### src/rtl/gf_mixcolumn.sv
// Iterative AES MixColumns / InvMixColumns over GF(2^8) for one 32-bit column.
// Horner evaluation over coefficient bits, all four rows in parallel, one bit per cycle.
module gf_mixcolumn (
    input  logic        clk,
    input  logic        reset,
    input  logic        in_valid,
    output logic        in_ready,
    input  logic [31:0] in_col,
    input  logic        in_inv,
    output logic        out_valid,
    input  logic        out_ready,
    output logic [31:0] out_col
);

    typedef enum logic [1:0] {StIdle, StCalc, StDone} state_e;

    state_e           state_q, state_d;
    logic [3:0][7:0]  s_q, s_d;
    logic [3:0][7:0]  acc_q, acc_d;
    logic [3:0][7:0]  step;
    logic             inv_q, inv_d;
    logic [1:0]       k_q, k_d;

    function automatic logic [7:0] xtime(input logic [7:0] b);
        return {b[6:0], 1'b0} ^ (b[7] ? 8'h1B : 8'h00);
    endfunction

    // Bit k of row-0 coefficient at position idx; row i uses idx = (j - i) mod 4.
    function automatic logic coeff_bit(input logic inv, input logic [1:0] idx,
                                       input logic [1:0] k);
        logic [3:0] c;
        if (inv) begin
            case (idx)
                2'd0:    c = 4'hE;
                2'd1:    c = 4'hB;
                2'd2:    c = 4'hD;
                default: c = 4'h9;
            endcase
        end else begin
            case (idx)
                2'd0:    c = 4'h2;
                2'd1:    c = 4'h3;
                default: c = 4'h1;
            endcase
        end
        return c[k];
    endfunction

    always_comb begin
        step = '0;
        for (int i = 0; i < 4; i++) begin
            step[i] = xtime(acc_q[i]);
            for (int j = 0; j < 4; j++) begin
                if (coeff_bit(inv_q, 2'(j - i), k_q)) begin
                    step[i] = step[i] ^ s_q[j];
                end
            end
        end
    end

    always_comb begin
        state_d   = state_q;
        s_d       = s_q;
        acc_d     = acc_q;
        inv_d     = inv_q;
        k_d       = k_q;
        in_ready  = 1'b0;
        out_valid = 1'b0;
        unique case (state_q)
            StIdle: begin
                in_ready = 1'b1;
                if (in_valid) begin
                    for (int i = 0; i < 4; i++) begin
                        s_d[i] = in_col[31-8*i -: 8];
                    end
                    inv_d   = in_inv;
                    acc_d   = '0;
                    k_d     = in_inv ? 2'd3 : 2'd1;
                    state_d = StCalc;
                end
            end
            StCalc: begin
                acc_d = step;
                k_d   = k_q - 2'd1;
                if (k_q == 2'd0) begin
                    state_d = StDone;
                end
            end
            StDone: begin
                out_valid = 1'b1;
                if (out_ready) begin
                    state_d = StIdle;
                end
            end
            default: state_d = StIdle;
        endcase
    end

    always_ff @(posedge clk or posedge reset) begin
        if (reset) begin
            state_q <= StIdle;
            s_q     <= '0;
            acc_q   <= '0;
            inv_q   <= 1'b0;
            k_q     <= 2'd0;
        end else begin
            state_q <= state_d;
            s_q     <= s_d;
            acc_q   <= acc_d;
            inv_q   <= inv_d;
            k_q     <= k_d;
        end
    end

    assign out_col = {acc_q[0], acc_q[1], acc_q[2], acc_q[3]};

endmodule
### config.mk
export PLATFORM = sky130hd
export DESIGN_NAME = gf_mixcolumn
export DESIGN_NICKNAME = d
export VERILOG_FILES = /design/src/rtl/gf_mixcolumn.sv
export SDC_FILE = /design/constraint.sdc
export NUM_CORES = 1
export LEC_CHECK = 0
export CAP_MARGIN = 20
export CORE_MARGIN = 2
export CORE_UTILIZATION = 50
export CTS_BUF_LIST = sky130_fd_sc_hd__clkbuf_8 sky130_fd_sc_hd__clkbuf_16
export DETAILED_ROUTE_END_ITERATION = 6
export PLACE_DENSITY = 0.73
export SETUP_SLACK_MARGIN = 0.15
export SLEW_MARGIN = 20
export SYNTH_ARGS = -nofsm -noshare
export SYNTH_HDL_FRONTEND = slang
export SYNTH_SLANG_ARGS = --single-unit
### constraint.sdc
create_clock -name clk -period 2.65 [get_ports clk]
set_clock_uncertainty 0.1 [all_clocks]
set_input_delay 0.3975 -clock clk [delete_from_list [all_inputs] [get_ports clk]]
set_output_delay 0.3975 -clock clk [all_outputs]
set_load 0.1 [all_outputs]
======== After elaboration in Yosys (flattened, before gate mapping) ========
Index checks and enable logic that the tools add are counted.
word-level totals
  input port bits ......................... 37
  flip-flop bits (word level) ............. 69
cells by class
  eq/ne operators ......................... 5
  mux-type cells .......................... 43
  $add $sub $neg .......................... 1
  reductions and logical operators ........ 6
  $lt $le $gt $ge ......................... 1
  bitwise logic cells ..................... 20
operators with widths
  cell                                                                          number
  8-bit 2-to-1 mux                                                              16
  8-bit bitwise XOR                                                             16
  32-bit one-hot mux with 2 select lines                                        1
  32-bit 2-to-1 mux                                                             1
  8-bit by 5-bit bitwise XOR with 8-bit output                                  4
  5-bit 2-to-1 mux                                                              4
  4-bit 2-to-1 mux                                                              4
  2-bit 2-to-1 mux                                                              5
  1-bit binary-select mux with 2-bit select                                     4
  1-bit 2-to-1 mux                                                              6
  2-bit inequality test, second input constant                                  3
  2-bit one-hot mux with 3 select lines                                         1
  2-bit logical NOT                                                             2
  2-bit one-hot mux with 2 select lines                                         1
  2-bit AND reduction                                                           2
  2-bit by 3-bit less-than comparator with 1-bit output, second input constant  1
  3-bit AND reduction                                                           1
  2-bit by 1-bit equality test with 1-bit output, second input constant         1
  2-bit equality test, second input constant                                    1
  2-bit nonzero test                                                            1
  2-bit by 1-bit subtractor with 2-bit output, second input constant            1

======== Depth between registers and ports, before layout ========
  word-level depth ........................ 11
  depth in mapped cells ................... 9

======== Least setup slack after synthesis ========
No wires, ideal clock.
  kind .................................... flip-flop to flip-flop
  start point ............................. register state_q[1]
  end point ............................... register acc_q (netlist bit out_col[10])
  buffers on the path ..................... 1
  arrival time ............................ 2.671 ns
  setup slack ............................. -0.252 ns
  stages on the path, launching flop included .. 7
  cells stage by stage .................... dfrtp_1 nor2_1 and2_1 clkbuf_1 nor2_1 a221oi_1 nand3_1
on the way
  longest elaborated chain between the ends .. 3
RTL lines
  element                                                                                     RTL line  source
  start, declared                                                                             17        state_e state_q, state_d;
  start signal, assigned                                                                      101       state_q <= StIdle;
  start signal, assigned                                                                      107       state_q <= state_d;
  2-bit by 1-bit equality test with 1-bit output / 2-bit logical NOT (equally long branches)  69        unique case (state_q)
  2-bit nonzero test (no source line) / 2-bit inequality test (equally long branches)         n/a
  2-bit AND reduction (no source line)                                                        n/a
  end signal, assigned                                                                        103       acc_q <= '0;
  end signal, assigned                                                                        109       acc_q <= acc_d;
  end, declared                                                                               19        logic [3:0][7:0] acc_q, acc_d;
Several ways; a longest one is shown, not always the timed one.
A chain may end at the register's enable or synchronous reset.

======== Worst setup path in the final report ========
  start point ............................. register k_q[1]
  end point ............................... register acc_q (netlist bit out_col[31])
on the way
  longest elaborated chain between the ends .. 10
RTL lines
  element                                    RTL line  source
  start, declared                            22        logic [1:0] k_q, k_d;
  start signal, assigned                     111       k_q <= k_d;
  1-bit binary-select mux with 2-bit select  46        return c[k];
  1-bit 2-to-1 mux (not written as such)     46
  8-bit 2-to-1 mux                           54        if (coeff_bit(inv_q, 2'(j - i), k_q)) begin
  8-bit bitwise XOR                          55        step[i] = step[i] ^ s_q[j];
  8-bit 2-to-1 mux                           54
  8-bit bitwise XOR                          55
  8-bit 2-to-1 mux                           54
  8-bit bitwise XOR                          55
  8-bit 2-to-1 mux *                         54
  32-bit one-hot mux with 2 select lines *   69
Every way passes the cells marked *; elsewhere a longest branch is shown, timed or not. The select of a mux whose other input is x is not followed.

==> results.md <==
- The run finished with clean final reports.
- The timing startpoint of the critical path is k_q[1].
- The sum of routed wire length over all layers is 16400 um.
- Dividing the detail-routed wire length by the instance count gives 19.1 um.
- The largest area contributor in the netlist is dfrtp_1.
- The total number of H-tree levels is 3.
- The repair_antennas step left the layout with diodes totalling 0.
- The DRC violations left is 0.
- The area of the die is 12100 um2.
- The worst slew margin relative to its limit is 0.580.
- The initial cell density of the core is 0.515.
- The top achievable clock speed is between 0.4 and 0.5 GHz.
- Clock tree synthesis selected as its root buffer the cell clkbuf_16.
- After synthesis the cells add up to 5630 um2.
- Among all cell types in the netlist, the one instantiated most often is nand2_1.
- Counting every instance in the synthesized netlist gives between 600 and 700.
- The number of nets in the synthesized netlist is 722.
- Counting instances in the post-synthesis netlist gives the leading cell types as nand2_1, dfrtp_1, o21ai_0.
- The share of the clock period used by the worst path after layout is 0.855.
- Entering global routing, the biggest net connects 54 pins.
- Setup repair after global routing left no endpoint under its margin.
- The worst setup path is of the reg2reg kind.
- The worst setup path is launched from a register.
- After routing, the total negative slack on setup checks comes to 0 ns.
- The net count of the finished layout is 751.
- The total global routing overflow is 0.
- The first global-routing pass estimated 25900 um of wire.
- The floorplan step defined a core boundary enclosing 10900 um2.
- The initial antenna violation count is 0.
- The worst endpoint required time is 2.80 ns.
- The number of hold violations in the final report is 0.
- The tightest min-delay check is of the in2async type.
- In this run the count of I/O pins placed on the die edge is a little over 70.
- The clock tree from TritonCTS is built.
- Measured along the x axis, the die boundary spans 110 um.
- The area overhead of the layout relative to synthesis is 18.3%.
- The final weighted congestion of routability-driven global placement is ~0.9.
- After synthesis the netlist holds a flip-flop and latch count of a little under 70.
- The placement row count is 38.
- The maximum number of buffers from clock root to sink is 2.
- Dividing the synthesized area by the synthesized cell count gives slightly above 8 um2.
- In this run, CTS created clock tree buffers numbering 9.
- The setup fix buffers added after clock tree synthesis is 0.
- The number of enable flip-flop cells after synthesis is 0.
- Across the run, the number of max-cap violations was 0.
- The signal on the critical path passes through buf_4, nor2b_1, o31ai_1, a22oi_1, xnor3_1, o21ai_0.
- Detailed placement finished with a half-perimeter wire length of 11300 um.
- The startpoint of the lowest-slack register-to-register path is k_q[1].
- The main flop type after synthesis is dfrtp_1.
- For the finished layout, the period the worst path requires is about 2.3 ns.
- In the global route stage, overall resource usage came out at 0.285.
- Buffers placed on the I/O ports in this run total 70.
- The clock drives between 60 and 70 sinks.
- In the routed layout, each cell is associated on average with a via count of 6.07.
- The endpoint class of the critical path is a register.
- For this run, asynchronously set or reset flops after synthesis account for 1.00.
- The share of Yosys cell area claimed by the top area cell type is 0.307.
- Clock-pin slew was measured on the worst setup and hold paths at 0.06 ns.
- The setup violation total in the final timing report is 0.
- The final-report max-slew violation count is 0.
- In the post-synthesis netlist, the biggest area contributors are dfrtp_1, nand2_1, xnor3_1.
- Data arrives at the worst endpoint at 2.42 ns.
- For this run, the number of Yosys warnings is 0.
- Measured along the y axis, the die boundary spans 110 um.
- The fraction of final layout cells with drive strength greater than 1 is 0.124.
- The first TritonRoute pass finished after 5 iterations.
- After synthesis, the netlist uses 58 different library cells.
- The highest fanout seen on the critical path is 17.
- The clock latency of the later-clocked register in the worst-skew pair is 0.34 ns.
- The number of design-rule violations left by the first detailed-router iteration is a little over 500.
- Once detail routing completed, the nets flagged for antenna violations numbered 0.
- On the critical path, the stage with the largest delay is an instance of nor2b_1.
- The number of global-route vias before repair is 4876.
- The share of the Yosys chip area taken by registers is 0.307.
- The worst-case register-to-register setup slack is 0.38 ns.
- For the pin with the worst max-slew slack, the measured transition is 0.629 ns.
- The via count is 5205.
- The delay of the slowest cell on the worst path is 0.55 ns.
## per-layer routing
metal	wire length [um]	GRT usage	vias up
met5	0	0	-
met4	460	0.129	0
met3	1250	0.0470	30
met2	7470	0.438	225
met1	7200	0.396	2483
li1	-	-	2467
## layout by cell type, fill, tap and decap left out, types with 25 or more instances in the layout
cell type,netlist,final
a21oi_1,38,38
nand3_1,40,40
nand2_1,118,117
o21ai_0,52,52
nor2b_1,25,25
clkdlybuf4s50_1,0,36
xnor2_1,26,26
buf_4,6,54
dfrtp_1,69,66
## area by class of cell
| class | count | area (um2) |
|---|---|---|
| well taps | 140 | 175 |
| flip-flops and latches | 69 | 1730 |
| clock buffers | 13 | 280 |
| multi-input cells | 531 | 3550 |
| inverters | 9 | 33.8 |
| clock inverters | 3 | 65.1 |
| repair buffers | 93 | 826 |
| fillers | 965 | 4270 |
## critical path, delay by kind of cell (launching register included)
family / cells / cell delay [ns]
AO/OA/AOI/OAI: 3 / 0.53
XOR/XNOR: 1 / 0.24
buffers and inverters: 1 / 0.25
flip-flops: 1 / 0.51
AND/OR/NAND/NOR: 1 / 0.55
## flip-flops by register name, indices dropped and copies added (netlist names)
name and flops:
s_q 32, inv_q 1, out_col 32, k_q 2, state_q 2
## metrics by stage
stage	util	instances	setup slack (ns)	area (um2)	hold WS, ns
floorplan	-	684	0.250	5630	0.396
global placement	0.577	842	0.393	6310	0.432
detailed placement	0.577	842	0.314	6310	0.442
CTS	0.609	858	0.299	6660	0.396
global route	0.609	858	0.223	6660	0.423
finish	0.609	858	0.384	6660	0.374
## path summary, 6_finish.rpt
kind,end,cells after the start
setup / recovery,out_col[31],6
hold / removal,out_col[9],3
setup reg to reg,out_col[31],6
hold reg to reg,out_col[0],2
max in group asynchronous,inv_q,3
min in group clk,out_col[0],2
## repair_timing
| item | CTS | global route |
|---|---|---|
| setup endpoints to repair | 0 | 3 |
| gates resized for setup | 0 | 3 |
| hold buffers | 0 | 0 |
## cell families after synthesis
kind of cell / synth area share
mux: 0.0284
xor+xnor: 0.156
buf+inv: 0.0649
compound gates: 0.203
fa+ha+maj: 0.00222
flops: 0.307
simple gates: 0.239
Power is left out: the tool's default activity adds up to more than one toggle a clock period on the data nets, which glitch-free logic cannot reach.
